===== config.mk =====
export PLATFORM = sky130hd
export DESIGN_NAME = cpu_run_ctrl
export DESIGN_NICKNAME = d
export VERILOG_FILES = /design/src/rtl/cpu_run_ctrl.sv
export SDC_FILE = /design/constraint.sdc
export NUM_CORES = 1
export LEC_CHECK = 0
export ABC_AREA = 1
export CAP_MARGIN = 20
export CORE_MARGIN = 1
export CORE_UTILIZATION = 23
export DETAILED_ROUTE_END_ITERATION = 10
export GPL_TIMING_DRIVEN = 0
export SLEW_MARGIN = 0
export SYNTH_ARGS = -nofsm -noshare
export SYNTH_HDL_FRONTEND = slang
export SYNTH_SLANG_ARGS = --single-unit

===== constraint.sdc =====
create_clock -name clk -period 2.35 [get_ports clk]
set_input_delay 0.3525 -clock clk [delete_from_list [all_inputs] [get_ports clk]]
set_output_delay 0.3525 -clock clk [all_outputs]
set_load 0.01 [all_outputs]

===== src/rtl/cpu_run_ctrl.sv =====
// cpu_run_ctrl: run/step/halt controller for the single-cycle core.
// Generates the core clock-enable and supports free-run, single-step, PC
// breakpoints and, with RUNCTL_LIMIT_EN defined, an auto-halt cycle budget
// (adds the cycle_limit_i port).
module cpu_run_ctrl #(
  parameter  int XLEN   = 32,
  parameter  int CNT_W  = 32,
  parameter  int NUM_BP = 2,
  localparam int BPI_W  = (NUM_BP > 1) ? $clog2(NUM_BP) : 1
) (
  input  logic             clk,
  input  logic             rst_n,
  input  logic             run_i,
  input  logic             step_i,
  input  logic             halt_i,
  input  logic             bp_wr_en_i,
  input  logic [BPI_W-1:0] bp_wr_idx_i,
  input  logic [XLEN-1:0]  bp_wr_addr_i,
  input  logic             bp_wr_valid_i,
  input  logic [XLEN-1:0]  pc_i,
`ifdef RUNCTL_LIMIT_EN
  input  logic [CNT_W-1:0] cycle_limit_i,
`endif
  output logic             cpu_en_o,
  output logic             halted_o,
  output logic [2:0]       halt_cause_o,
  output logic [BPI_W-1:0] bp_hit_idx_o,
  output logic [CNT_W-1:0] cycle_cnt_o
);

  typedef enum logic [1:0] {
    S_HALT = 2'd0,
    S_RUN  = 2'd1,
    S_STEP = 2'd2
  } state_e;

  typedef enum logic [2:0] {
    CAUSE_NONE  = 3'b000,
    CAUSE_HALT  = 3'b001,
    CAUSE_STEP  = 3'b010,
    CAUSE_BP    = 3'b011,
    CAUSE_LIMIT = 3'b100
  } cause_e;

  state_e             state_q, state_d;
  cause_e             cause_q, cause_d;
  logic [BPI_W-1:0]   bp_idx_q, bp_idx_d;
  logic               skip_q, skip_d;
  logic [CNT_W-1:0]   cycle_cnt_q;
  logic [NUM_BP-1:0]  bp_valid_q;
  logic [XLEN-1:0]    bp_addr_q [NUM_BP];

  logic [NUM_BP-1:0]  bp_hit_vec;
  logic               bp_match;
  logic [BPI_W-1:0]   bp_first_idx;
  logic               limit_last;
  logic               cpu_en;
  logic               bp_wr_sel;

  // An out-of-range index (NUM_BP not a power of two) writes nothing.
  assign bp_wr_sel = bp_wr_en_i && (32'(bp_wr_idx_i) < NUM_BP);

  // Breakpoint valid bits: cleared by reset, written one entry at a time.
  // NOTE: sequential state uses non-blocking (<=) so every register samples pre-edge values.
  always_ff @(posedge clk or negedge rst_n) begin
    if (!rst_n) begin
      bp_valid_q <= '0;
    end else if (bp_wr_sel) begin
      bp_valid_q[bp_wr_idx_i] <= bp_wr_valid_i;
    end
  end

  // Breakpoint addresses: storage only, qualified by the valid bits.
  // NOTE: no reset on this array -- an entry is ignored until its valid bit is set.
  always_ff @(posedge clk) begin
    if (bp_wr_sel) begin
      bp_addr_q[bp_wr_idx_i] <= bp_wr_addr_i;
    end
  end

  // Compare the presented PC against every valid entry; pick the lowest hit.
  always_comb begin
    bp_hit_vec   = '0;
    bp_first_idx = '0;
    for (int i = 0; i < NUM_BP; i++) begin
      bp_hit_vec[i] = bp_valid_q[i] && (bp_addr_q[i] == pc_i);
    end
    for (int i = NUM_BP - 1; i >= 0; i--) begin
      if (bp_hit_vec[i]) bp_first_idx = BPI_W'(i);
    end
    // The first instruction after leaving S_HALT must run even if it sits on a breakpoint.
    bp_match = !skip_q && (|bp_hit_vec);
  end

`ifdef RUNCTL_LIMIT_EN
  // This executed cycle is the last one the budget allows; zero disables it.
  assign limit_last = (cycle_limit_i != '0) &&
                      (cycle_cnt_q == cycle_limit_i - CNT_W'(1));
`else
  assign limit_last = 1'b0;
`endif

  // Next state, halt bookkeeping and the core clock-enable.
  // NOTE: every always_comb output gets a default first, so no path can infer a latch.
  always_comb begin
    state_d  = state_q;
    cause_d  = cause_q;
    bp_idx_d = bp_idx_q;
    skip_d   = skip_q;
    cpu_en   = 1'b0;
    unique case (state_q)
      S_HALT: begin
        // halt_i is meaningless here; step wins over run.
        if (step_i) begin
          state_d = S_STEP;
          skip_d  = 1'b1;
        end else if (run_i) begin
          state_d = S_RUN;
          skip_d  = 1'b1;
        end
      end
      S_STEP: begin
        cpu_en  = 1'b1;
        state_d = S_HALT;
        cause_d = halt_i ? CAUSE_HALT : CAUSE_STEP;
      end
      S_RUN: begin
        // A breakpoint instruction is never executed; a halt-cycle instruction is.
        cpu_en = !bp_match;
        if (halt_i) begin
          state_d = S_HALT;
          cause_d = CAUSE_HALT;
        end else if (bp_match) begin
          state_d  = S_HALT;
          cause_d  = CAUSE_BP;
          bp_idx_d = bp_first_idx;
        end else if (limit_last) begin
          state_d = S_HALT;
          cause_d = CAUSE_LIMIT;
        end
      end
      default: begin
        state_d = S_HALT;
      end
    endcase
    if (cpu_en) skip_d = 1'b0;
  end

  // Control registers.
  always_ff @(posedge clk or negedge rst_n) begin
    if (!rst_n) begin
      state_q  <= S_HALT;
      cause_q  <= CAUSE_NONE;
      bp_idx_q <= '0;
      skip_q   <= 1'b0;
    end else begin
      state_q  <= state_d;
      cause_q  <= cause_d;
      bp_idx_q <= bp_idx_d;
      skip_q   <= skip_d;
    end
  end

  // Executed-cycle counter; wraps naturally, cleared only by reset.
  always_ff @(posedge clk or negedge rst_n) begin
    if (!rst_n) begin
      cycle_cnt_q <= '0;
    end else if (cpu_en) begin
      cycle_cnt_q <= cycle_cnt_q + CNT_W'(1);
    end
  end

  assign cpu_en_o     = cpu_en;
  assign halted_o     = (state_q == S_HALT);
  assign halt_cause_o = cause_q;
  assign bp_hit_idx_o = bp_idx_q;
  assign cycle_cnt_o  = cycle_cnt_q;

endmodule


==> flow_metrics.py <==
metrics = {
    "status": {
        "status": "finished, final reports clean",
    },
    "detailed_routing": {
        "route.detailed.drc": 0,
        "vias": 5534,
        "viasPerCell": 4.37,
        "finalWirelength_mm": 17.8,
        "antenna_left": 0,
        "drt_pass1_iterations": 5,
        "wl_per_cell_um": 14.0,
        "drt_iter0_drc": 360,
    },
    "synthesis": {
        "syn_nets": 864,
        "synth_top_area_share_pct": 32.1,
        "ys.flop_type": "edfxtp_1",
        "ys_top_cells_by_count": "nand2_1, inv_1, edfxtp_1",
        "synth_cells": 788,
        "post-synth-top-count-cell": "nand2_1",
        "synth_edf_count": 64,
        "yosys_warnings": 0,
        "synth.cell_area_um2": 5990,
        "ys_ff_latch": 104,
        "ys_types": 36,
        "syn_area_per_cell_um2": 7.61,
        "synthTopCellsByArea": "edfxtp_1, nand2_1, dfrtp_1, inv_1, nand4_1",
        "ys_seq_area_share_pct": 48.8,
        "async_reset_ff_share_pct": 38.5,
        "synth_top_cell_by_area": "edfxtp_1",
    },
    "floorplan": {
        "chipWidth_um": 163,
        "start_util_pct": 23.6,
        "die_h_um": 163,
        "num_rows": 58,
        "io_pins": 110,
        "core_um2": 25400,
        "die_area_um2": 26700,
    },
    "finish": {
        "final_util_pct": 32.1,
        "drive_gt1_share_pct": 12.3,
        "stdcell_count": 1266,
        "area.growth.synth_to_final_pct": 36.2,
        "final-seq-area_um2": 2920,
        "multi_input_area_um2": 2570,
        "nets": 1005,
        "num-fill-cells": 2655,
    },
    "flow_run": {
        "cap_violations": 0,
    },
    "sta": {
        "timing.slew.headroom_pct": 54.3,
        "rsz0062_at_grt": "yes",
        "skew_ns": 0.0173,
        "fin_crit_ns": 2.30,
        "setup_viol": 0,
        "hold_viol": 0,
        "layout_setup_ws_ns": 0.0532,
        "slew_violations": 0,
        "tightest_slew_ns": 0.685,
        "setup-tns-final_ns": 0,
        "fin_crit_sh_pct": 97.7,
        "fmax_mhz": 435,
    },
    "place": {
        "place_ws_ns": -0.724,
        "dpl.hpwl_mm": 13.8,
        "dp.cells": 1229,
        "globalplace.congestion": 0.924,
        "port-buffer-count": 108,
    },
    "global_routing": {
        "grt_pass1_vias": 5336,
        "antenna_found_initial": 4,
        "grt.overflow.total": 0,
        "grt_max_degree": 34,
        "gr-usage-all-layers_pct": 13.7,
        "grt_pass1_wl_mm": 27.7,
    },
    "power": {
        "power_density_nw_per_um2": 637,
        "p_leak_nw": 3.72,
        "finalPower_mw": 5.20,
        "ir_worst_vdd_mv": 0.386,
    },
    "cts": {
        "cts.clk_slew.worst_paths_ns": 0.07,
        "cts_buffers": 9,
        "root_buffer": "clkbuf_16",
        "clk_latency_ns": 0.36,
        "cts_max_level": 3,
        "cts.sink_count": 104,
        "cts_max_path_buffers": 2,
        "cts_tree": "yes",
    },
    "setup_path": {
        "crit_required_ns": 2.00,
        "path_max_fanout": 2,
        "start_kind": "flop",
        "crit_arrival_ns": 1.94,
        "crit_type": "flop to output port",
        "endpoint_kind": "output port",
    },
    "worst_hold_path": {
        "hold_class": "input port to asynchronous set/reset pin",
    },
}
metrics by stage:
step / instance area [um^2] / hold slack, ns
finish: 8170 / 0.390
global route: 8160 / 0.405
CTS: 8100 / 0.400
detailed placement: 7570 / 0.233
global placement: 7490 / 0.469
floorplan: 5990 / 0.0569
cells by family (layout without fill, tap and decap cells):
group	after synthesis	after routing	share of synthesized area, %
AO/OA/AOI/OAI	11	11	1.02
flip-flops	104	104	48.8
adder cells (fa/ha/maj)	4	4	0.835
XOR/XNOR	14	14	2.05
AND/OR/NAND/NOR	489	489	36.5
buffers and inverters	165	311	10.8
other	1	3	0.0626
where the power goes:
group	total, mW	leakage, nW	internal (mW)	switching [mW]
clock network	1.61	0.150	0.858	0.749
logic	1.35	2.44	0.545	0.803
registers	2.25	1.13	2.12	0.130
repair_timing:
item | in CTS | in global routing
setup buffers | 18 | 3
endpoints found under the setup margin | 1 | 2
endpoints found under the hold margin | 7 | 0
gates cloned | 0 | 0
hold buffers | 1 | 0
pin swaps | 21 | 18
gates resized for setup | 65 | 18
critical path, stage by stage (launching register included):
cell and delay [ns]:
edfxtp_1 0.42, xnor2_2 0.22, nand2_1 0.09, nor2_2 0.13, nand2_1 0.06, nor2_1 0.09, nand3_1 0.10, nand2_2 0.13
nand3_4 0.11, nand2_8 0.10, inv_8 0.03, buf_6 0.11
state kept, by name (all words and copies together), names as in the netlist:
register and flops:
bp_valid_q 2, bp_hit_idx_o 1, cycle_cnt_o 32, skip_q 1, halt_cause_o 2, state_q 2
bp_addr_q 64
cell type report:
cell class | instances | area share, %
Multi-Input combinational cell | 519 | 31.5
Clock buffer | 9 | 2.76
Timing Repair Buffer | 131 | 15.7
Inverter | 153 | 7.13
Antenna cell | 2 | 0.0613
Clock inverter | 7 | 1.16
Tap cell | 330 | 5.06
Sequential cell | 104 | 35.8
Buffer | 11 | 0.858
layer usage:
metal	track usage [%]	vias up	part of all wire (%)
met5	0	-	0.062
met4	4.16	2	1.5
met1	17.2	2555	44
met3	3.25	21	7.6
met2	23.0	179	47
li1	-	2777	-
cells in the final DEF, fill, tap and decap left out, drive strengths merged, types with 13 or more instances in the layout:
master and instances:
edfxtp 64, buf 35, xnor2 13, nand2 281, dfrtp 40, nand4 53
nand3 59, nor2 68, clkdlybuf4s50 74, dlygate4sd2 30, inv 155
path summary, 6_finish.rpt:
path,slack (ns),cells after the start,startpoint,end
max,0.05,11,bp_addr_q[0][24],cpu_en_o
min,0.39,2,rst_n,halt_cause_o[1]
max reg2reg,0.19,13,bp_addr_q[0][24],cycle_cnt_o[26]
min reg2reg,0.49,2,halt_cause_o[0],halt_cause_o[0]
max in group asynchronous,1.50,3,rst_n,cycle_cnt_o[0]
min in group clk,0.49,2,halt_cause_o[0],halt_cause_o[0]
(Power assumes the default switching activity.)
